<file path="config.mk">
export PLATFORM = sky130hd
export DESIGN_NAME = btn_conditioner
export DESIGN_NICKNAME = d
export VERILOG_FILES = /design/src/rtl/btn_pkg.sv /design/src/rtl/btn_conditioner_sync.sv /design/src/rtl/btn_conditioner.sv
export SDC_FILE = /design/constraint.sdc
export NUM_CORES = 1
export LEC_CHECK = 0
export ABC_AREA = 1
export CORE_ASPECT_RATIO = 0.6
export CORE_MARGIN = 4
export CORE_UTILIZATION = 55
export CTS_CLUSTER_SIZE = 8
export DETAILED_ROUTE_END_ITERATION = 12
export GPL_ROUTABILITY_DRIVEN = 1
export PLACE_DENSITY = 0.73
export SLEW_MARGIN = 20
export SYNTH_ARGS = -nofsm -noshare
export SYNTH_HDL_FRONTEND = slang
export SYNTH_HIERARCHICAL = 1
export SYNTH_SLANG_ARGS = --single-unit
</file>
<file path="constraint.sdc">
create_clock -name clk -period 3.22 [get_ports clk]
set_input_delay 0.483 -clock clk [delete_from_list [all_inputs] [get_ports clk]]
set_output_delay 0.483 -clock clk [all_outputs]
set_load 0.03 [all_outputs]
</file>
<file path="src/rtl/btn_pkg.sv">
// Shared types and board-level timing constants for the push-button conditioner.
// Timing constants assume the 65 MHz pixel clock.
package btn_pkg;

  typedef enum logic [1:0] {
    RELEASED   = 2'd0,
    DB_PRESS   = 2'd1,
    PRESSED    = 2'd2,
    DB_RELEASE = 2'd3
  } btn_state_t;

  localparam int CLK_HZ       = 65_000_000;
  localparam int DEBOUNCE_10MS = CLK_HZ / 100;
  localparam int LONG_1S       = CLK_HZ;
  localparam int REPEAT_200MS  = CLK_HZ / 5;

endpackage

</file>
<file path="src/rtl/btn_conditioner_sync.sv">
// sync_2ff: reset-to-0 double-flop synchroniser for an asynchronous input.
// Ports: clk, rst (sync, active-high), d (async in), q (synchronised out).
module sync_2ff (
  input  logic clk,
  input  logic rst,
  input  logic d,
  output logic q
);

  (* ASYNC_REG = "TRUE" *) logic s1;
  (* ASYNC_REG = "TRUE" *) logic s2;

  always_ff @(posedge clk) begin
    if (rst) begin
      s1 <= 1'b0;
      s2 <= 1'b0;
    end else begin
      s1 <= d;
      s2 <= s1;
    end
  end

  assign q = s2;

endmodule

</file>
<file path="src/rtl/btn_conditioner.sv">
// Button conditioner: sync + debounce FSM producing level, press/release,
// long-press and auto-repeat pulses. Ports: clk, rst, btn_in -> btn_level,
// press, btn_release, long_press, btn_repeat (all registered).
module btn_conditioner
  import btn_pkg::*;
#(
  parameter int DEBOUNCE_CYCLES = DEBOUNCE_10MS,
  parameter int LONG_CYCLES     = LONG_1S,
  parameter int REPEAT_CYCLES   = REPEAT_200MS
) (
  input  logic clk,
  input  logic rst,
  input  logic btn_in,
  output logic btn_level,
  output logic press,
  output logic btn_release,
  output logic long_press,
  output logic btn_repeat
);

  localparam int DW = $clog2(DEBOUNCE_CYCLES + 1);
  localparam int HW = $clog2(LONG_CYCLES + 1);
  localparam int RW = $clog2(REPEAT_CYCLES + 1);

  localparam logic [DW-1:0] DB_LAST = DW'(DEBOUNCE_CYCLES - 1);
  localparam logic [HW-1:0] HOLD_LAST = HW'(LONG_CYCLES - 1);
  localparam logic [RW-1:0] REP_LAST = RW'(REPEAT_CYCLES - 1);

  logic       btn_s;
  btn_state_t state;
  logic [DW-1:0] db_cnt;
  logic [HW-1:0] hold_cnt;
  logic [RW-1:0] rep_cnt;
  logic       long_done;

  sync_2ff u_sync (
    .clk (clk),
    .rst (rst),
    .d   (btn_in),
    .q   (btn_s)
  );

  always_ff @(posedge clk) begin
    if (rst) begin
      state       <= RELEASED;
      db_cnt      <= '0;
      hold_cnt    <= '0;
      rep_cnt     <= '0;
      long_done   <= 1'b0;
      btn_level   <= 1'b0;
      press       <= 1'b0;
      btn_release <= 1'b0;
      long_press  <= 1'b0;
      btn_repeat  <= 1'b0;
    end else begin
      press       <= 1'b0;
      btn_release <= 1'b0;
      long_press  <= 1'b0;
      btn_repeat  <= 1'b0;
      unique case (state)
        RELEASED: begin
          if (btn_s) begin
            state  <= DB_PRESS;
            db_cnt <= '0;
          end
        end
        DB_PRESS: begin
          if (!btn_s) begin
            state <= RELEASED;
          end else if (db_cnt == DB_LAST) begin
            state     <= PRESSED;
            press     <= 1'b1;
            btn_level <= 1'b1;
            hold_cnt  <= '0;
          end else begin
            db_cnt <= db_cnt + 1'b1;
          end
        end
        PRESSED: begin
          // hold_cnt parks at its last value so long_press cannot re-arm
          if (hold_cnt != HOLD_LAST) begin
            hold_cnt <= hold_cnt + 1'b1;
          end
          if (hold_cnt == HOLD_LAST && !long_done) begin
            long_press <= 1'b1;
            long_done  <= 1'b1;
            rep_cnt    <= '0;
          end else if (long_done) begin
            if (rep_cnt == REP_LAST) begin
              btn_repeat <= 1'b1;
              rep_cnt    <= '0;
            end else begin
              rep_cnt <= rep_cnt + 1'b1;
            end
          end
          if (!btn_s) begin
            state  <= DB_RELEASE;
            db_cnt <= '0;
          end
        end
        DB_RELEASE: begin
          // hold/repeat timing is frozen here; a glitch resumes it
          if (btn_s) begin
            state <= PRESSED;
          end else if (db_cnt == DB_LAST) begin
            state       <= RELEASED;
            btn_release <= 1'b1;
            btn_level   <= 1'b0;
            hold_cnt    <= '0;
            rep_cnt     <= '0;
            long_done   <= 1'b0;
          end else begin
            db_cnt <= db_cnt + 1'b1;
          end
        end
        default: state <= RELEASED;
      endcase
    end
  end

endmodule

</file>
==> impl_metrics.yaml, run 1 <==
hold_path:
  worstHoldStart: "u_sync/s1"
  whs_path_depth: 2
  worst_hold_path.endpoint: "u_sync/q"
  hp-class: "register to register"
sta:
  period_share: 0.694
  setup_tns_ns: 0
  finalHoldViolCount: 0
  finalSetupViolations: 0
  worstMarginPinSlew_ns: 0.753
  fin_hold_ws_ns: 0.406
  min_period_ns: 2.23
  rsz0062_at_grt: "false"
  clock_skew_ns: 0.00667
  max_freq_mhz: 448
  slew-limit-headroom: 0.496
  slew_viol_final: 0
placed_design:
  io_buffer_count: 7
  dp_hpwl_um: 10400
  place_area_um2: 5300
  place_congestion: 1.01
yosys:
  yosysMostFrequentCell: "nand2_1"
  yosysWarnings: 6
  synth_seq_cells: 80
  synthSimpleGateAreaFrac: 0.462
  syn_area_per_cell_um2: 6.00
  synth_fa_ha_area_frac: 0.00726
  yosys-top-cells-area: "dfxtp_1, nand2_1, nor2_1"
  synth_compound_area_frac: 0.0927
  synth_nets: 867
  synth_top_area_frac: 0.310
  synth-edff-count: 0
  syn_area_um2: 5170
  muxShareOfSynthArea: 0
  async_flop_share: 0
  yosys-top-cells-count: "nand2_1, nor2_1, inv_1, nand3_1, dfxtp_1"
  synth_top_family_by_area: "simple AND/OR/NAND/NOR gates"
  ys_seq_area_frac: 0.310
  netlist_instances: 861
  synth_area_leader_cell: "dfxtp_1"
  synth_cell_types: 35
  synth_top_flop_cell: "dfxtp_1"
  synth_xor_area_frac: 0.0254
finish:
  num-nets-final: 866
  final_layout_size_suffix_gt1_frac: 0.0694
  fillers: 860
  multi_input_area_um2: 3040
  final_area_um2: 5600
  regArea_um2: 1600
  diodes: 0
  syn_to_final_growth_pct: 8.38
cts:
  post_cts_buffers: 0
  clk_pin_slew_ns: 0.07
  cts-root-buf: "clkbuf_16"
  htree_levels: 3
  tritoncts: "done"
  cts_resized: 0
  cts_hold_buf: 0
  clockBufferDepth: 2
  clock-sinks: 80
  worstSkewPairLatency_ns: 0.35
  numCtsBuffers: 9
setup_path:
  cp_max_fo: 24
  crit_type: "register to register"
  worst_ep_arrival_time_ns: 2.47
  rrSetupSlack_ns: 0.99
  end_kind: "register"
  start_kind: "register"
  r2r_cells: 8
  r2r-end: "hold_cnt[20]"
  required_ns: 3.46
floorplanning:
  die_w_um: 133
  rows: 27
  die_area_um2: 11100
  io_pins: 8
  start_util: 0.565
  die_y_um: 83.1
  core-area_um2: 9160
global_route:
  grt_pass1_wl_um: 23300
  grt_max_degree: 26
  track_usage: 0.255
  gr-total-overflow: 0
  grt_pass1_vias: 4784
  antenna_found_initial: 0
routing:
  drt-pass1-iter-count: 5
  drt_iter0_markers: 591
  route.vias.total: 5453
  ant_nets: 0
  wl_per_cell_um: 14.0
  wl_um: 13900
  route.detailed.drc: 0
  via_per_inst: 5.48
power_and_ir_drop:
  p_leak_nw: 2.23
  p_per_area_nw_per_um2: 374
  peakVddDrop_uv: 261
status:
  status: "finished clean"
job:
  maxCapViolCount: 0
sequential cells by signal, indices dropped and copies added (netlist names), named ones only:
register	count
btn_repeat	1
long_done	1
state	1
u_sync/s1	1
press	1
db_cnt	20
btn_level	1
btn_release	1
rep_cnt	24
u_sync/q	1
long_press	1
hold_cnt	26
placed cells by master, fill, tap and decap left out, types with 2 or more instances in the layout:
cell	n
inv_2	3
o21ai_0	22
dfxtp_1	80
buf_4	3
nand3_1	87
xor2_1	11
inv_1	105
a21oi_2	10
a21oi_1	41
and2_1	2
clkdlybuf4s50_1	6
or2_2	2
clkinvlp_4	2
nand3b_1	3
nor2_2	5
xnor2_1	4
inv_6	2
nor2_1	138
nor2_8	2
o21ai_1	9
nand2_2	11
nand4_1	19
nand3_2	3
ha_1	3
nor3_1	18
a21o_1	2
nor4_1	6
nand2_1	245
clkbuf_16	9
nand2_4	3
worst max path at each step:
| stage | startpoint | end | depth (start not counted) |
|---|---|---|---|
| 6_report | register | hold_cnt[20] | 8 |
| 5_1_grt | register | hold_cnt[20] | 8 |
| 4_1_cts | register | hold_cnt[20] | 8 |
| 3_5_place_dp | register | hold_cnt[20] | 8 |
| 3_3_place_gp | register | hold_cnt[17] | 8 |
| 2_1_floorplan | hold_cnt[0] | rep_cnt[11] | 13 |
metal layers:
metal / track usage / routed length [um] / share of wire / vias to the layer above
met5: 0 / 0 / 0 / -
met4: 0.0626 / 125 / 0.0090 / 0
met3: 0.0660 / 1360 / 0.098 / 14
met2: 0.355 / 5490 / 0.40 / 231
met1: 0.389 / 6920 / 0.50 / 2480
li1: - / - / - / 2728
logic make-up after synthesis:
logic type,after synthesis
compound gates,86
fa+ha+maj,3
xor+xnor,15
buf+inv,131
simple gates,546
flops,80
through the flow:
stage / setup WS, ns / utilization / power [mW] / std cells
2_1_floorplan: 1.52 / - / 1.05 / 861
3_3_place_gp: 1.11 / 0.579 / 1.06 / 979
3_5_place_dp: 0.986 / 0.579 / 1.06 / 979
6_report: 0.986 / 0.612 / 2.10 / 995
4_1_cts: 0.996 / 0.612 / 2.11 / 995
5_1_grt: 0.792 / 0.612 / 2.16 / 995
power by group:
group / switching, mW / internal, mW
clock network: 0.450 / 0.610
logic: 0.0345 / 0.00978
registers: 0.00155 / 0.991
cell type report:
| type | instances | share of cell area |
|---|---|---|
| clock inverter | 7 | 0.0141 |
| multi-input combinational | 650 | 0.542 |
| sequential | 80 | 0.286 |
| timing repair buffer | 10 | 0.0156 |
| clock buffer | 9 | 0.0402 |
| tap | 130 | 0.0290 |
| inverter | 109 | 0.0730 |
worst max-delay path, cell delays in order (launching register included):
cell	delay [ns]
dfxtp_1	0.41
inv_1	0.09
nor2_1	0.51
buf_4	0.29
nand2_2	0.09
nand2_4	0.21
nand2_4	0.22
o21ai_0	0.24
nor2_1	0.06
Note: power is estimated with default switching activity, not from simulation.
==> inputs of run 2 (changes only) <==
clock period = 2.3 ns   (was 3.22 ns; I/O delays follow)
==> run 2 against run 1 <==
Against the previous run:
- global-route usage increased by 0.54 points
- sequential share of layout area decreased by 0.32 points
- combinational power increased by 58%
- first-iteration DRC count increased by 19%
- design area increased by 1.1%
- clock power increased by 31%
- worst setup slack got worse by 0.73 ns
- power increased by 36%
- sequential cell count unchanged
- clock skew increased by 0.0034 ns
- sequential power increased by 40%
- via count increased by 0.77%
- critical path type unchanged
==> impl_metrics.yaml, run 2 (synthesis gave the netlist of run 1 again) <==
status:
  status: "finished clean"
finish:
  syn_to_final_growth_pct: 9.61
  fillers: 895
  final_cells: 1006
  reg.largest.list: "hold_cnt (26), rep_cnt (24), db_cnt (20)"
  mostFrequentLayoutCell: "nand2_1"
  final_cell_mix: "nand2_1, nor2_1, inv_1, nand3_1, dfxtp_1"
  largest_reg_flops: 26
  num-nets-final: 877
  diodes: 0
  multi_input_area_um2: 3040
  regArea_um2: 1600
  final_layout_size_suffix_gt1_frac: 0.0811
  post-route-util: 0.619
  regMostFlops: "hold_cnt"
setup_path:
  r2r-start: "hold_cnt[1]"
  crit_chain: "ha_1 -> nand2_2 -> nor2_8 -> nand2_4 -> nor2_4 -> nand3_2 -> a21oi_1 -> nand2_2 -> nand2_2 -> nand2_1 -> nand2_1 -> inv_1"
  end_kind: "register"
  critPathTopFamily: "simple AND/OR/NAND/NOR gates"
  required_ns: 2.54
  crit_type: "register to register"
  worst_path_max_delay_cell: "dfxtp_1"
  r2r-end: "rep_cnt[14]"
  crit_top_cell: "nand2_2"
  cp-startpoint: "hold_cnt[1]"
  r2r_cells: 12
  critPathBufInv: 1
  start_kind: "register"
  cp_max_fo: 8
  max_stage_delay_ns: 0.36
  rrSetupSlack_ns: 0.26
  endpoint: "rep_cnt[14]"
  cp.depth: 12
  worst_ep_arrival_time_ns: 2.29
routing:
  drt-pass1-iter-count: 5
  route.detailed.drc: 0
  wl_um: 14400
  via_per_inst: 5.46
  drt_iter0_markers: 703
  route.vias.total: 5495
  ant_nets: 0
  wl_per_cell_um: 14.3
sta:
  period_share: 0.889
  finalHoldViolCount: 0
  min_period_ns: 2.04
  slew_viol_final: 0
  rsz0062_at_grt: "false"
  max_freq_mhz: 489
  finalSetupViolations: 0
  layout_setup_ws_ns: 0.255
  slew-limit-headroom: 0.480
  setup_tns_ns: 0
  worstMarginPinSlew_ns: 0.773
  clock_skew_ns: 0.0100
power_and_ir_drop:
  p_leak_nw: 2.29
  peakVddDrop_uv: 468
  p_per_area_nw_per_um2: 503
global_route:
  track_usage: 0.261
  grt_pass1_wl_um: 23900
  antenna_found_initial: 0
  grt_max_degree: 26
  gr-total-overflow: 0
  grt_pass1_vias: 4783
cts:
  htree_levels: 3
  cts_hold_buf: 0
  worstSkewPairLatency_ns: 0.34
  numCtsBuffers: 9
  tritoncts: "done"
  clk_pin_slew_ns: 0.07
  cts-root-buf: "clkbuf_16"
  clock-sinks: 80
  post_cts_buffers: 0
  clockBufferDepth: 2
  cts_resized: 0
placed_design:
  dpl.cell_count: 990
  dp_hpwl_um: 10900
  io_buffer_count: 7
  dpl_worst_slack_ns: 0.282
  place_congestion: 1.00
floorplanning:
  start_util: 0.565
  die_y_um: 83.1
  die_w_um: 133
  core-area_um2: 9160
  rows: 27
  die_area_um2: 11100
  io_pins: 8
hold_path:
  hp-class: "primary input to register"
job:
  maxCapViolCount: 0
run 2: worst min path at each step:
stage                         start        end  depth (start not counted)
final                           rst  u_sync/s1                          2
after detailed placement  u_sync/s1   u_sync/q                          2
after floorplan           u_sync/s1   u_sync/q                          2
after global placement    u_sync/s1   u_sync/q                          2
after global routing            rst  u_sync/s1                          2
after CTS                       rst  u_sync/s1                          2
run 2: final cells by class:
class / instances / share of cell area
Multi-Input combinational cell: 650 / 0.536
Sequential cell: 80 / 0.283
Inverter: 109 / 0.0722
Clock buffer: 9 / 0.0398
Timing Repair Buffer: 21 / 0.0300
Tap cell: 130 / 0.0287
Clock inverter: 7 / 0.0106
run 2: routing by layer:
layer	GRT usage	share of wire	wire length, um
met5	0	0	0
met4	0.0532	0.0088	126
met3	0.0563	0.11	1600
met2	0.352	0.39	5550
met1	0.416	0.49	7130
run 2: where the power goes:
group / internal (mW) / total (mW) / switching, mW
logic: 0.0168 / 0.0702 / 0.0533
registers: 1.39 / 1.39 / 0.00117
clock network: 0.754 / 1.39 / 0.636
run 2: per-stage QoR:
step / hold slack (ns) / total power, mW / instance area (um2)
after floorplan: 0.388 / 1.47 / 5170
after global placement: 0.399 / 1.49 / 5380
after detailed placement: 0.402 / 1.49 / 5380
after CTS: 0.258 / 2.87 / 5670
after global routing: 0.267 / 2.95 / 5670
final: 0.265 / 2.85 / 5670
==> inputs of run 3 (changes only) <==
CORE_MARGIN = 1.5   (was 4)
SETUP_SLACK_MARGIN = 0.4   (was not set)
==> run 3 against run 2 <==
Against the previous run:
- register-to-register slack better by 0.20 ns
- wire length up 3.3%
- highest routed layer unchanged
- critical path type unchanged
- combinational power down 3%
- die area down 9.5%
- design area up 4.6%
==> impl_metrics.yaml, run 3 (synthesis gave the netlist of run 1 again) <==
status:
  status: "finished clean"
floorplanning:
  start_util: 0.565
  die_area_um2: 10000
  die_w_um: 128
  rows: 27
  io_pins: 8
  core-area_um2: 9160
  die_y_um: 78.1
setup_path:
  crit_type: "register to register"
  required_ns: 2.56
  max_stage_delay_ns: 0.40
  cp.depth: 12
  worst_path_max_delay_cell: "dfxtp_1"
  r2r_cells: 12
  cp_max_fo: 7
  crit_chain: "ha_1 -> nand2_1 -> inv_1 -> nand3_1 -> nor2_2 -> nand2_1 -> nand2_1 -> nor2_4 -> nand3_1 -> nand2_1 -> nand2_1 -> inv_1"
  end_kind: "register"
  critPathBufInv: 2
  crit_top_cell: "nand2_1"
  worst_ep_arrival_time_ns: 2.10
  start_kind: "register"
  critPathTopFamily: "simple AND/OR/NAND/NOR gates"
hold_path:
  hp-class: "register to register"
  whs_path_depth: 2
routing:
  route.vias.total: 5586
  ant_nets: 0
  route.detailed.drc: 0
  via_per_inst: 5.51
  drt-pass1-iter-count: 6
  wl_um: 14900
  drt_iter0_markers: 691
  wl_per_cell_um: 14.7
global_route:
  grt_max_degree: 32
  grt_most_used_layer: "met1"
  antenna_found_initial: 0
  grt_util_met1: 0.463
  grtUsageMet2: 0.445
  gr-total-overflow: 0
  grt_pass1_wl_um: 24400
  met3_usage: 0.0743
  grt_pass1_vias: 5064
  track_usage: 0.311
power_and_ir_drop:
  seq_power_share: 0.479
  power.internal_mw: 2.17
  peakVddDrop_uv: 356
  combPwrFrac: 0.024
  pwr-share-clk: 0.498
  p_per_area_nw_per_um2: 489
  switchingPower_mw: 0.730
  p_leak_nw: 2.34
  p_sw_frac: 0.252
cts:
  tritoncts: "done"
  clock-sinks: 80
  cts-root-buf: "clkbuf_16"
  htree_levels: 3
  cts_hold_buf: 0
  clk_pin_slew_ns: 0.07
  numCtsBuffers: 9
  worstSkewPairLatency_ns: 0.35
  clockBufferDepth: 2
finish:
  reg.largest.list: "hold_cnt (26), rep_cnt (24), db_cnt (20)"
  num-nets-final: 885
  syn_to_final_growth_pct: 14.6
  regMostFlops: "hold_cnt"
  largest_reg_flops: 26
  final_cells: 1014
  mostFrequentLayoutCell: "nand2_1"
  diodes: 0
  final_area_um2: 5920
  final_cell_mix: "nand2_1, nor2_1, inv_1, nand3_1, dfxtp_1"
  final_layout_size_suffix_gt1_frac: 0.128
sta:
  period_share: 0.803
  slew_viol_final: 0
  setup_tns_ns: 0
  rsz0062_at_grt: "true"
  finalHoldViolCount: 0
  slew-limit-headroom: 0.674
  worstMarginPinSlew_ns: 0.486
  clock_skew_ns: 0.0109
  max_freq_mhz: 542
  min_period_ns: 1.85
  finalSetupViolations: 0
placed_design:
  place_congestion: 1.04
  dpl.cell_count: 988
  io_buffer_count: 7
  dp_hpwl_um: 10800
  place_area_um2: 5370
job:
  maxCapViolCount: 0
==> run 3: cell types whose count changed in the layout (fill, tap and decap cells not counted), sizes merged <==
| cell | change |
|---|---|
| inv | -1 |
| buf | +7 |
| clkdlybuf4s50 | +1 |
| clkinvlp | +1 |
==> run 3: worst min-delay path: stages, from the launching register on <==
cell and delay [ns]:
dfxtp_1 0.30, inv_1 0.04, nor2_1 0.03
==> run 3: path summary, 6_finish.rpt <==
kind	endpoint	slack, ns	start
worst max-delay path	rep_cnt[8]	0.45	rep_cnt[0]
worst min-delay path	u_sync/q	0.41	u_sync/s1
worst max register to register	rep_cnt[8]	0.45	rep_cnt[0]
worst min register to register	u_sync/q	0.41	u_sync/s1
==> run 3: timing repair <==
action,in CTS,in global routing
pin swaps,3,6
endpoints found under the setup margin,40,56
gates resized for setup,8,44
setup buffers,6,4
cloned,0,0
==> run 3: power by group through the flow <==
stage / logic (mW) / registers, mW / clock network, mW
3_5_place_dp: 0.0650 / 1.42 / 0
5_1_grt: 0.0745 / 1.39 / 1.51
6_report: 0.0682 / 1.39 / 1.44
3_3_place_gp: 0.0634 / 1.42 / 0
4_1_cts: 0.0662 / 1.39 / 1.45
2_1_floorplan: 0.0460 / 1.42 / 0
==> run 3: metal layers <==
| layer | wire [um] | part of all wire |
|---|---|---|
| met3 | 1350 | 0.091 |
| met4 | 176 | 0.012 |
| met1 | 7280 | 0.49 |
| met5 | 0 | 0 |
| met2 | 6070 | 0.41 |
==> run 3: final cells by class <==
type                            instances  area [um2]
Clock inverter                          7        72.6
Timing Repair Buffer                   29         259
Inverter                              109         409
Tap cell                              130         163
Fill cell                             875        3230
Clock buffer                            9         225
Sequential cell                        80        1620
Multi-Input combinational cell        650        3170
==> run 3: metrics by stage <==
stage | hold WS (ns) | util | total power, mW | setup slack [ns]
2_1_floorplan | 0.388 | - | 1.47 | 0.596
3_3_place_gp | 0.393 | 0.587 | 1.48 | 0.321
3_5_place_dp | 0.399 | 0.587 | 1.49 | 0.246
4_1_cts | 0.409 | 0.629 | 2.91 | 0.379
5_1_grt | 0.431 | 0.647 | 2.97 | 0.346
6_report | 0.409 | 0.647 | 2.90 | 0.454
